File: src/rtl/fu_wb_arbiter_pkg.sv
// Shared types for the FU writeback arbiter: beat record, width constants, rr helpers.
// Build option WB_BYPASS_EN (see fu_wb_arbiter.sv) does not change anything here.
package fu_wb_pkg;

  localparam int INST_ID_BITS = 6;
  localparam int PRN_BITS     = 6;
  localparam int MAX_OPERANDS = 3;
  localparam int FU_COUNT     = 4;
  localparam int FIFO_DEPTH   = 4;
  localparam int DATA_BITS    = 64;

  localparam int FU_IDX_BITS  = $clog2(FU_COUNT);
  localparam int PTR_BITS     = $clog2(FIFO_DEPTH);
  localparam int CNT_BITS     = PTR_BITS + 1;

  typedef logic [INST_ID_BITS-1:0] inst_id_t;
  typedef logic [PRN_BITS-1:0]     prn_t;
  typedef logic [DATA_BITS-1:0]    data_t;
  typedef logic [FU_IDX_BITS-1:0]  fu_idx_t;
  typedef logic [PTR_BITS-1:0]     ptr_t;
  typedef logic [CNT_BITS-1:0]     cnt_t;
  typedef logic [CNT_BITS:0]       occ_t;

  // Occupancy (buffered + beat arriving now) that still leaves room for one more in-flight beat.
  localparam occ_t OCC_LIMIT = occ_t'(FIFO_DEPTH - 2);

  typedef struct packed {
    inst_id_t                       inst_id;
    prn_t  [MAX_OPERANDS-1:0]       prn;
    data_t [MAX_OPERANDS-1:0]       data;
    logic  [MAX_OPERANDS-1:0]       data_valid;
  } wb_beat_t;

  typedef struct packed {
    logic    found;
    fu_idx_t idx;
  } rr_pick_t;

  function automatic wb_beat_t mask_beat(input wb_beat_t b);
    wb_beat_t m;
    m = b;
    for (int k = 0; k < MAX_OPERANDS; k++) begin
      if (!b.data_valid[k]) begin
        m.prn[k]  = '0;
        m.data[k] = '0;
      end
    end
    return m;
  endfunction

  // First requester at or after ptr, wrapping modulo FU_COUNT.
  function automatic rr_pick_t rr_pick(input logic [FU_COUNT-1:0] req, input fu_idx_t ptr);
    rr_pick_t r;
    int       idx;
    r.found = 1'b0;
    r.idx   = '0;
    for (int off = FU_COUNT - 1; off >= 0; off--) begin
      idx = int'(ptr) + off;
      if (idx >= FU_COUNT) idx = idx - FU_COUNT;
      if (req[fu_idx_t'(idx)]) begin
        r.found = 1'b1;
        r.idx   = fu_idx_t'(idx);
      end
    end
    return r;
  endfunction

  function automatic fu_idx_t rr_next(input fu_idx_t g);
    if (int'(g) == FU_COUNT - 1) return '0;
    return g + 1'b1;
  endfunction

endpackage

File: src/rtl/fu_wb_arbiter_if.sv
// FU result / PRF write / ROB completion bundle between the FU wrappers and the writeback arbiter.
interface fu_wb_arbiter_if;
  import fu_wb_pkg::*;

  logic [FU_COUNT-1:0]     fu_valid;
  inst_id_t                fu_inst_id    [FU_COUNT];
  prn_t                    fu_prn        [FU_COUNT][MAX_OPERANDS];
  data_t                   fu_data       [FU_COUNT][MAX_OPERANDS];
  logic [MAX_OPERANDS-1:0] fu_data_valid [FU_COUNT];
  logic [FU_COUNT-1:0]     fu_ready;

  logic [MAX_OPERANDS-1:0] prf_wen;
  prn_t                    prf_wprn  [MAX_OPERANDS];
  data_t                   prf_wdata [MAX_OPERANDS];
  logic                    rob_done_valid;
  inst_id_t                rob_done_inst_id;
  logic                    overflow_err;

  modport master (
    output fu_valid, fu_inst_id, fu_prn, fu_data, fu_data_valid,
    input  fu_ready, prf_wen, prf_wprn, prf_wdata, rob_done_valid, rob_done_inst_id, overflow_err
  );

  modport slave (
    input  fu_valid, fu_inst_id, fu_prn, fu_data, fu_data_valid,
    output fu_ready, prf_wen, prf_wprn, prf_wdata, rob_done_valid, rob_done_inst_id, overflow_err
  );
endinterface

File: src/rtl/fu_wb_arbiter_fifo.sv
// Per-FU result FIFO (wb_fifo): FIFO_DEPTH beats, first-word-fall-through head, push+pop same edge
// allowed when full. A push that cannot be accepted is simply ignored; the parent flags it.
module wb_fifo
  import fu_wb_pkg::*;
(
  input  logic     clk,
  input  logic     rst,
  input  logic     push,
  input  logic     pop,
  input  wb_beat_t push_beat,
  output wb_beat_t head,
  output cnt_t     count,
  output logic     full,
  output logic     empty
);

  wb_beat_t mem [FIFO_DEPTH];
  ptr_t     wr_ptr_reg;
  ptr_t     rd_ptr_reg;
  cnt_t     count_reg;
  logic     do_push;
  logic     do_pop;

  assign empty   = (count_reg == '0);
  assign full    = (count_reg == cnt_t'(FIFO_DEPTH));
  assign do_pop  = pop & ~empty;
  assign do_push = push & (~full | do_pop);
  assign count   = count_reg;
  assign head    = mem[rd_ptr_reg];

  always_ff @(posedge clk) begin
    if (do_push) mem[wr_ptr_reg] <= push_beat;
  end

  always_ff @(posedge clk or negedge rst) begin
    if (!rst) begin
      wr_ptr_reg <= '0;
      rd_ptr_reg <= '0;
      count_reg  <= '0;
    end else begin
      if (do_push) wr_ptr_reg <= wr_ptr_reg + 1'b1;
      if (do_pop)  rd_ptr_reg <= rd_ptr_reg + 1'b1;
      unique case ({do_push, do_pop})
        2'b10:   count_reg <= count_reg + 1'b1;
        2'b01:   count_reg <= count_reg - 1'b1;
        default: count_reg <= count_reg;
      endcase
    end
  end

endmodule

File: src/rtl/fu_wb_arbiter.sv
// Writeback arbiter: per-FU FIFOs, round-robin grant, registered PRF/ROB outputs, ready/overflow.
// Define WB_BYPASS_EN to let a lone beat skip its empty FIFO and reach the output one edge earlier.
module fu_wb_arbiter
  import fu_wb_pkg::*;
(
  input  logic           clk,
  input  logic           rst,
  fu_wb_arbiter_if.slave bus
);

  wb_beat_t            in_beat [FU_COUNT];
  wb_beat_t            head    [FU_COUNT];
  cnt_t                count   [FU_COUNT];
  occ_t                occ     [FU_COUNT];
  logic [FU_COUNT-1:0] empty;
  logic [FU_COUNT-1:0] full;
  logic [FU_COUNT-1:0] push;
  logic [FU_COUNT-1:0] pop;
  logic [FU_COUNT-1:0] dropped;
  logic [FU_COUNT-1:0] ready_next;

  rr_pick_t fifo_pick;
  rr_pick_t bypass_pick;
  logic     bypass_go;
  logic     grant_valid;
  fu_idx_t  grant_idx;
  wb_beat_t grant_beat;

  fu_idx_t  rr_reg;
  logic     rob_valid_reg;
  wb_beat_t out_beat_reg;
  logic     overflow_reg;

  always_comb begin
    for (int f = 0; f < FU_COUNT; f++) begin
      in_beat[f].inst_id    = bus.fu_inst_id[f];
      in_beat[f].data_valid = bus.fu_data_valid[f];
      for (int k = 0; k < MAX_OPERANDS; k++) begin
        in_beat[f].prn[k]  = bus.fu_prn[f][k];
        in_beat[f].data[k] = bus.fu_data[f][k];
      end
    end
  end

  always_comb begin
    fifo_pick   = rr_pick(~empty, rr_reg);
    bypass_pick = rr_pick(bus.fu_valid, rr_reg);
    bypass_go   = 1'b0;
`ifdef WB_BYPASS_EN
    // Only when nothing is buffered anywhere, so per-FU order and fairness are unaffected.
    bypass_go   = (&empty) & bypass_pick.found;
`endif
    grant_valid = fifo_pick.found | bypass_go;
    grant_idx   = fifo_pick.found ? fifo_pick.idx : bypass_pick.idx;
    grant_beat  = fifo_pick.found ? head[fifo_pick.idx] : in_beat[bypass_pick.idx];
  end

  genvar gi;
  generate
    for (gi = 0; gi < FU_COUNT; gi++) begin : g_fu
      assign pop[gi]     = fifo_pick.found & (fifo_pick.idx == fu_idx_t'(gi));
      assign push[gi]    = bus.fu_valid[gi] & ~(bypass_go & (bypass_pick.idx == fu_idx_t'(gi)));
      assign dropped[gi] = push[gi] & full[gi] & ~pop[gi];
      assign occ[gi]     = {1'b0, count[gi]} + {{CNT_BITS{1'b0}}, bus.fu_valid[gi]};
      assign ready_next[gi] = rst & (occ[gi] <= OCC_LIMIT);

      wb_fifo u_fifo (
        .clk       (clk),
        .rst       (rst),
        .push      (push[gi]),
        .pop       (pop[gi]),
        .push_beat (in_beat[gi]),
        .head      (head[gi]),
        .count     (count[gi]),
        .full      (full[gi]),
        .empty     (empty[gi])
      );
    end
  endgenerate

  always_ff @(posedge clk or negedge rst) begin
    if (!rst) begin
      rr_reg        <= '0;
      rob_valid_reg <= 1'b0;
      out_beat_reg  <= '0;
      overflow_reg  <= 1'b0;
    end else begin
      rob_valid_reg <= grant_valid;
      out_beat_reg  <= grant_valid ? mask_beat(grant_beat) : '0;
      if (grant_valid) rr_reg <= rr_next(grant_idx);
      if (|dropped) overflow_reg <= 1'b1;
    end
  end

  always_comb begin
    bus.fu_ready         = ready_next;
    bus.prf_wen          = out_beat_reg.data_valid;
    bus.rob_done_valid   = rob_valid_reg;
    bus.rob_done_inst_id = out_beat_reg.inst_id;
    bus.overflow_err     = overflow_reg;
    for (int k = 0; k < MAX_OPERANDS; k++) begin
      bus.prf_wprn[k]  = out_beat_reg.prn[k];
      bus.prf_wdata[k] = out_beat_reg.data[k];
    end
  end

endmodule

File: src/flat_wrapper.sv
// flat-port wrapper written by rule: the top's interface ports become plain ports
module fu_wb_arbiter_flat import fu_wb_pkg::*;
  (clk, rst, bus_fu_valid, bus_fu_inst_id, bus_fu_prn, bus_fu_data, bus_fu_data_valid, bus_fu_ready, bus_prf_wen, bus_prf_wprn, bus_prf_wdata, bus_rob_done_valid, bus_rob_done_inst_id, bus_overflow_err);
  fu_wb_arbiter_if bus_i ();
  input  logic clk;
  input  logic rst;
  input wire logic [$bits(bus_i.fu_valid)-1:0] bus_fu_valid;
  input wire logic [$bits(bus_i.fu_inst_id)-1:0] bus_fu_inst_id;
  input wire logic [$bits(bus_i.fu_prn)-1:0] bus_fu_prn;
  input wire logic [$bits(bus_i.fu_data)-1:0] bus_fu_data;
  input wire logic [$bits(bus_i.fu_data_valid)-1:0] bus_fu_data_valid;
  output wire logic [$bits(bus_i.fu_ready)-1:0] bus_fu_ready;
  output wire logic [$bits(bus_i.prf_wen)-1:0] bus_prf_wen;
  output wire logic [$bits(bus_i.prf_wprn)-1:0] bus_prf_wprn;
  output wire logic [$bits(bus_i.prf_wdata)-1:0] bus_prf_wdata;
  output wire logic [$bits(bus_i.rob_done_valid)-1:0] bus_rob_done_valid;
  output wire logic [$bits(bus_i.rob_done_inst_id)-1:0] bus_rob_done_inst_id;
  output wire logic [$bits(bus_i.overflow_err)-1:0] bus_overflow_err;
  assign bus_i.fu_valid = bus_fu_valid;
  assign bus_i.fu_inst_id = {>>{bus_fu_inst_id}};
  assign bus_i.fu_prn = {>>{bus_fu_prn}};
  assign bus_i.fu_data = {>>{bus_fu_data}};
  assign bus_i.fu_data_valid = {>>{bus_fu_data_valid}};
  assign bus_fu_ready = bus_i.fu_ready;
  assign bus_prf_wen = bus_i.prf_wen;
  assign bus_prf_wprn = {>>{bus_i.prf_wprn}};
  assign bus_prf_wdata = {>>{bus_i.prf_wdata}};
  assign bus_rob_done_valid = bus_i.rob_done_valid;
  assign bus_rob_done_inst_id = bus_i.rob_done_inst_id;
  assign bus_overflow_err = bus_i.overflow_err;
  fu_wb_arbiter u_core (.clk(clk), .rst(rst), .bus(bus_i));
endmodule
File: config.mk
export PLATFORM = sky130hd
export DESIGN_NAME = fu_wb_arbiter_flat
export DESIGN_NICKNAME = d
export VERILOG_FILES = /design/src/rtl/fu_wb_arbiter_pkg.sv /design/src/rtl/fu_wb_arbiter_if.sv /design/src/rtl/fu_wb_arbiter_fifo.sv /design/src/rtl/fu_wb_arbiter.sv /design/src/flat_wrapper.sv
export SDC_FILE = /design/constraint.sdc
export NUM_CORES = 2
export LEC_CHECK = 0
export ABC_CLOCK_PERIOD_IN_PS = 10400
export CAP_MARGIN = 20
export CORE_UTILIZATION = 63
export CTS_CLUSTER_SIZE = 25
export DETAILED_ROUTE_END_ITERATION = 8
export DONT_BUFFER_PORTS = 1
export PLACE_DENSITY = 0.85
export SETUP_SLACK_MARGIN = 0.3
export SLEW_MARGIN = 40
export SYNTH_ARGS = -nofsm -noshare
export SYNTH_HDL_FRONTEND = slang
export SYNTH_SLANG_ARGS = --single-unit
File: constraint.sdc
create_clock -name clk -period 10.4 [get_ports clk]
set_input_delay 2.08 -clock clk [delete_from_list [all_inputs] [get_ports clk]]
set_output_delay 2.08 -clock clk [all_outputs]
set_load 0.05 [all_outputs]
* After elaboration in Yosys (flattened, before gate mapping)
Memories as Yosys holds them, arrays and structs flattened.
Cells that the tools add are included.
** Cells by class
- Add/subtract/negate cells :: 28
- Multipliers :: 0
- Div/mod/pow operators :: 0
- Order comparisons :: 14
- Eq/ne operators :: 16
- Shifts and indexed selects :: 0
- Multiplexer cells :: 59
- Bitwise operators :: 43
- Reduce and logical (&&, ||, !) cells :: 10
** Operator list (count)
- 219-bit 2-to-1 mux :: 6
- 219-bit binary-select mux with 2-bit select :: 2
- 64-bit 2-to-1 mux :: 3
- 1-bit AND :: 24
- 3-bit one-hot mux with 2 select lines :: 4
- 2-bit 2-to-1 mux :: 11
- 2-bit by 1-bit adder with 2-bit output, second input constant :: 9
- 1-bit 2-to-1 mux :: 18
- 6-bit 2-to-1 mux :: 3
- 3-bit by 1-bit adder with 4-bit output :: 4
- 1-bit binary-select mux with 2-bit select :: 8
- 4-bit by 2-bit <= comparator with 1-bit output, second input constant :: 4
- 3-bit greater-or-equal comparator, second input constant :: 5
- 3-bit by 1-bit adder with 3-bit output, second input constant :: 4
- 2-bit by 1-bit == test with 1-bit output, second input constant :: 6
- 2-bit == test, second input constant :: 6
- 3-bit == test, second input constant :: 4
- 3-bit logical NOT :: 4
- 2-bit by 3-bit < comparator with 1-bit output, second input constant :: 4
- 3-bit 2-to-1 mux :: 4
- 1-bit inverter :: 12
- 3-bit by 1-bit subtractor with 3-bit output, second input constant :: 4
- 2-bit nonzero test :: 4
- 2-bit by 1-bit subtractor with 2-bit output, second input constant :: 4
- other kinds (8) :: 13
** Word-level totals
- Flip-flop bits (word level) :: 251
- Bits in latches :: 0
- Memory bits (writable) :: 3504
- Memory bits (read-only) :: 0
- Input port bits :: 882
- Output and inout port bits :: 225
- Logic and storage cells :: 197
- Memories :: 4
** Memory list
- u_core.g_fu[0].u_fifo.mem :: words 4, bits a word 219, rd ports 1, clocked after Yosys merged registers in 0, write ports 1, line fu_wb_arbiter_fifo.sv:17 : wb_beat_t mem [FIFO_DEPTH];
- u_core.g_fu[1].u_fifo.mem :: words 4, bits a word 219, rd ports 1, clocked after Yosys merged registers in 0, write ports 1, line fu_wb_arbiter_fifo.sv:17
- u_core.g_fu[2].u_fifo.mem :: words 4, bits a word 219, rd ports 1, clocked after Yosys merged registers in 0, write ports 1, line fu_wb_arbiter_fifo.sv:17
- u_core.g_fu[3].u_fifo.mem :: words 4, bits a word 219, rd ports 1, clocked after Yosys merged registers in 0, write ports 1, line fu_wb_arbiter_fifo.sv:17

* Depth between registers and ports, before layout
- Word-level depth :: 16
- Mapped depth :: 13
- Mapped depth without buffers :: 9

* Cells and area by module
Synthesis repeated with hierarchy kept, for this count alone.
** Second synthesis, totals
- Cells, all modules :: 6711
- Area, all modules :: 141798.5 um2
** Modules (own cells, without submodules)
- wb_fifo :: times used 4, cells an instance 1182, area each 32043.2 um2, seq. area each 26480.4 um2
- fu_wb_arbiter :: times used 1, cells an instance 1983, area each 13625.6 um2, seq. area each 5580.4 um2

* Least setup slack after synthesis
Ideal clock, no wire load.
- Path type :: input to register
- Start :: in bus_fu_valid[2]
- End :: mem u_core.g_fu[2].u_fifo.mem[0][0] (netlist name) (enable)
- Library setup time :: 0.607 ns
- Arrival time :: 7.647 ns
- Required time :: 9.793 ns
- Setup slack :: 2.146 ns
- Stages :: 3
- Buffers on the path :: 0
- Cells stage by stage :: clkinv_1 a31oi_1 and2_1
** Between the ends
- Cells in the longest elaborated chain, start to end :: 3
** Ends and longest elaborated chain
- start, declared :: line flat_wrapper.sv:7 : input wire logic [$bits(bus_i.fu_valid)-1:0] bus_fu_valid;
- 1-bit AND :: line fu_wb_arbiter_fifo.sv:27 : assign do_push = push & (~full | do_pop);
- 1-bit 2-to-1 mux :: line fu_wb_arbiter_fifo.sv:32 : if (do_push) mem[wr_ptr_reg] <= push_beat;
- 1-bit 2-to-1 mux (implied by the code) :: line fu_wb_arbiter_fifo.sv:32
- end, declared :: line fu_wb_arbiter_fifo.sv:17
No other way between the ends.

* Worst setup path after layout
- Start :: in bus_fu_valid[0]
- End :: out bus_fu_ready[0]
** Between the ends
- Cells in the longest elaborated chain, start to end :: 3
** Ends and longest elaborated chain
- 3-bit by 1-bit adder with 4-bit output :: line fu_wb_arbiter.sv:64 : assign occ[gi] = {1'b0, count[gi]} + {{CNT_BITS{1'b0}}, bus.fu_valid[gi]};
- 4-bit by 2-bit <= comparator with 1-bit output :: line fu_wb_arbiter.sv:65 : assign ready_next[gi] = rst & (occ[gi] <= OCC_LIMIT);
- 1-bit AND :: line fu_wb_arbiter.sv:65
- end, declared :: line flat_wrapper.sv:12 : output wire logic [$bits(bus_i.fu_ready)-1:0] bus_fu_ready;
No other way between the ends.

==> Flow_metrics.wiki <==
{| class="wikitable"
! Metric !! Value
|-
| Required time worst endpoint || between 8000 and 9000 ps
|-
| Post-Route WL || roughly 470000 µm
|-
| Standard cell area after detailed placement || ~140000 µm²
|-
| Cell type with the highest aggregate area in the netlist || edfxtp_1
|-
| Internal portion of total power || 34.47 mW
|-
| Count of placed standard cells in the final layout, fillers left out || between 10000 and 15000
|-
| Nature of the critical path endpoint || output pin
|-
| Synth cell count leaders || 3504 x edfxtp_1, 881 x nand2_1, 876 x mux4_2, 440 x nand3_1, 251 x dfrtp_1
|-
| Final-layout fill cell count || 11460
|-
| Launching element of the worst setup path || bus_fu_valid[0]
|-
| Number of hold violations in the final report || 0
|-
| DP Cell Count || between 9000 and 10000
|-
| Top cell by count, worst path || ha_1
|-
| Type of the tightest min-delay check || reg -> reg
|-
| Overall overflow remaining after global route || 0
|-
| Crit path max fanout || 6
|-
| Resized Gates After CTS || 0
|-
| Max frequency || ~180 MHz
|-
| Delay of the slowest cell on the worst path || ~600 ps
|-
| Combinational fraction of design power || around a third
|-
| CTS tree || done
|-
| Dominant register cell in the synthesized netlist || edfxtp_1
|-
| Global-route wire length before repair || between 600000 and 700000 µm
|-
| Root Driver || clkbuf_16
|-
| Final weighted congestion in routability-driven placement || between 0.8 and 0.9
|-
| Number of buffers inserted for hold repair after clock tree synthesis || 0
|-
| Number of rows created at floorplan || about 170
|-
| EDFF count, synth || approximately 3500
|-
| Synth Net Count || roughly 7700
|-
| Share of the synthesized area in the top cell type || approximately three quarters
|-
| Via count || 78350
|-
| Mux cell area share after synthesis || 14.01%
|-
| Post-detailed-route via-to-cell ratio || ~7.6
|-
| Switching share of power || around two fifths
|-
| Fraction of power consumed by sequential logic || about two fifths
|-
| P&R area growth vs syn || 11.49%
|-
| Run status || finished clean
|-
| Async set-reset flop share out of synthesis || approximately 6.7%
|-
| List of cells traversed by the critical path || ha_1 > ha_1 > o21ai_0 > and3_1
|-
| Number of setup violations in the final report || 0
|-
| Ranking of synthesized cells by area || edfxtp_1 74%, mux4_2 14%, dfrtp_1 4.4%
|-
| Clock share of power || 25.1%
|-
| Max stage delay cell, worst path || and3_1
|-
| Most used standard cell by instance count after synthesis || edfxtp_1
|-
| Multi-input gate area in the final layout || approximately 28000 µm²
|-
| Worst Path Arrival || 3440 ps
|-
| Clock tree sinks || ~3800
|-
| Number of CTS-inserted buffers || between 300 and 400
|-
| Pin count of the biggest net entering global routing || 256
|-
| Cell Pwr Density || 353.0 nW/µm²
|-
| Worst hold start || u_core.g_fu[3].u_fifo.wr_ptr_reg[1]$_DFFE_PN0P_
|-
| Antenna violations before repair || a little under 60
|-
| Final Max Slew Viols || 0
|-
| Number of port buffers || 0
|-
| Post-Syn Instances || 6754
|-
| Syn_area_per_cell || around 21 µm²
|-
| Fraction of layout cells with a size suffix above 1 || 22.31%
|-
| Initial detailed-routing violation count || roughly 14000
|-
| Post-Syn Area || 141500 µm²
|-
| Mean routed wirelength per cell || between 40 and 50 µm
|-
| Area fraction in and, or, nand and nor cells after synthesis || 5.064%
|-
| Post-CTS Setup Bufs || 0
|-
| Total number of H-tree levels || 5
|-
| # DRC || 0
|-
| Maximum vdd ir drop || 0.3855 mV
|-
| Clock latency reported for the late side of the worst-skew pair || roughly 1000 ps
|-
| Vias in the first global route || about 79000
|-
| Fin crit share || 53.05%
|-
| Reg area || around 110000 µm²
|-
| Die Height || 475.9 µm
|-
| Setup crit start kind || input pin
|-
| Leak || 52.29 nW
|-
| Total iterations of the first detailed-routing run || 9
|-
| Number of placed I/O pins || 1107
|-
| Path type of the worst setup path || in -> out
|-
| Worst slew margin relative to its limit || just under 30%
|-
| Effective utilization at floorplan || between 60% and 70%
|-
| Total power consumption of the routed design || roughly 56 mW
|-
| Die Span X || 475.9 µm
|-
| Distinct cell type count after synthesis || 59
|-
| Max FFs per register || 3504
|-
| Complex-gate fraction of the synthesized area || 0.4669%
|-
| Count of yosys warnings during synthesis || 0
|-
| Die area || 226500 µm²
|-
| Total track usage || around two fifths
|-
| Fraction of the yosys area taken by sequential cells || between 70 and 80%
|-
| HPWL Detailed || 244400 µm
|-
| Worst flop-to-flop path startpoint || u_core.g_fu[0].u_fifo.count[2]$_DFFE_PN0P_
|-
| Final core area utilization || between 70% and 80%
|-
| Total Negative Setup Slacks || 0 ps
|-
| Time the final worst path needs with I/O delays and setup || 5518 ps
|-
| RSZ-0062 raised after global routing || false
|-
| Actual slew at the worst max-slew pin || approximately 1100 ps
|-
| Core Region || around 220000 µm²
|-
| Combinational family with the most area after synthesis || multiplexers
|-
| Layout net count || approximately 7800
|-
| Clock transition time at the flip-flop clock pins of the worst setup and hold paths || approximately 60 ps
|-
| Adder-cell share of the synthesized area || less than 1%
|-
| Post-detailed-route count of antenna-violating nets || 0
|-
| Post-route cell area || ~160000 µm²
|-
| Register with the most flip-flops || u_core.g_fu.u_fifo.mem
|-
| Clk buf depth || 4
|-
| Share of the synthesized netlist area taken by xor and xnor gates || less than 1%
|-
| Switching component of the power || 21.23 mW
|-
| Post-synthesis register bit count || about 3800
|-
| Final clock skew || around 120 ps
|-
| Max cap viols || 0
|}
[logic make-up (layout without fill, tap and decap cells)]
logic type / count (synthesis) / in the layout
DFF: 3755 / 3755
muxes: 885 / 885
xor gates and xnor gates: 16 / 16
adders and majority gates: 28 / 28
AOI/OAI and AO/OA: 83 / 83
and+or+nand+nor: 1588 / 1588
other: 0 / 139
buffers and inverters: 399 / 818
[placed cells by master (no fill, tap or decap), types with 14 or more instances in the layout]
master	netlist	layout
a21oi_1	17	17
and2_4	0	16
and3_1	218	218
buf_12	1	28
buf_4	6	51
buf_6	17	47
bufinv_16	0	46
clkbuf_1	210	70
clkbuf_16	0	371
clkbuf_8	0	30
clkinv_1	1	50
clkinv_2	0	61
dfrtp_1	251	243
diode_2	0	139
edfxtp_1	3504	3504
ha_1	24	24
inv_1	22	22
inv_6	0	16
mux4_2	876	876
nand2_1	881	881
nand3_1	440	440
o21ai_0	14	14
xnor2_1	14	14
[critical path, delay by kind of cell]
family / cells / cell delay (ps)
fa+ha+maj: 2 / 420
compound gates: 1 / 330
simple gates: 1 / 600
[per-layer routing]
layer	share of wire, %	routed length, µm	GRT usage (%)	up-vias
met5	0.069	320	0.3412	-
met4	10	47300	31.02	36
met3	16	72940	17.21	2249
met2	47	218100	62.64	9120
met1	27	128300	44.19	39290
li1	-	-	-	27660
[final cells by class]
cell class                      instances  share of cell area [%]
Sequential cell                      3755                   70.70
Multi-Input combinational cell       2600                   17.90
Clock buffer                          471                   6.313
Tap cell                             2975                   2.359
Clock inverter                        189                   1.371
Timing Repair Buffer                  135                   1.090
Antenna cell                          139                  0.2205
Inverter                               23                 0.05472
[per-stage QoR]
| stage | worst slack (ps) | hold slack [ps] |
|---|---|---|
| floorplan | 2146 | 533.9 |
| global placement | 5057 | 542.4 |
| detailed placement | 4987 | 563.7 |
| CTS | 4955 | 577.3 |
| global route | 4946 | 612.3 |
| finish | 4882 | 590.3 |
[power groups by stage]
| stage | clock (mW) | sequential [mW] | combinational, mW |
|---|---|---|---|
| after floorplan | 0 | 22.9 | 11.5 |
| after global placement | 0 | 22.9 | 15.9 |
| after detailed placement | 0 | 23.1 | 16.8 |
| after CTS | 13.8 | 23.2 | 17.7 |
| after global routing | 14.4 | 23.4 | 18.8 |
| final | 14.0 | 23.3 | 18.4 |
[path summary, 6_finish.rpt]
kind	to	slack, ps	cells after the start
min reg2reg	u_core.g_fu[3].u_fifo.wr_ptr_reg[1]$_DFFE_PN0P_	590	1
max reg2reg	u_core.g_fu[3].u_fifo.mem[3][117]$_DFFE_PP_	5070	8
max in group asynchronous	u_core.bus.prf_wdata[114]$_DFF_PN0_	8700	0
min in group asynchronous	u_core.bus.prf_wprn[17]$_DFF_PN0_	830	0
min	u_core.g_fu[3].u_fifo.wr_ptr_reg[1]$_DFFE_PN0P_	590	1
max	bus_fu_ready[0]	4880	4
(Power assumes the default switching activity.)
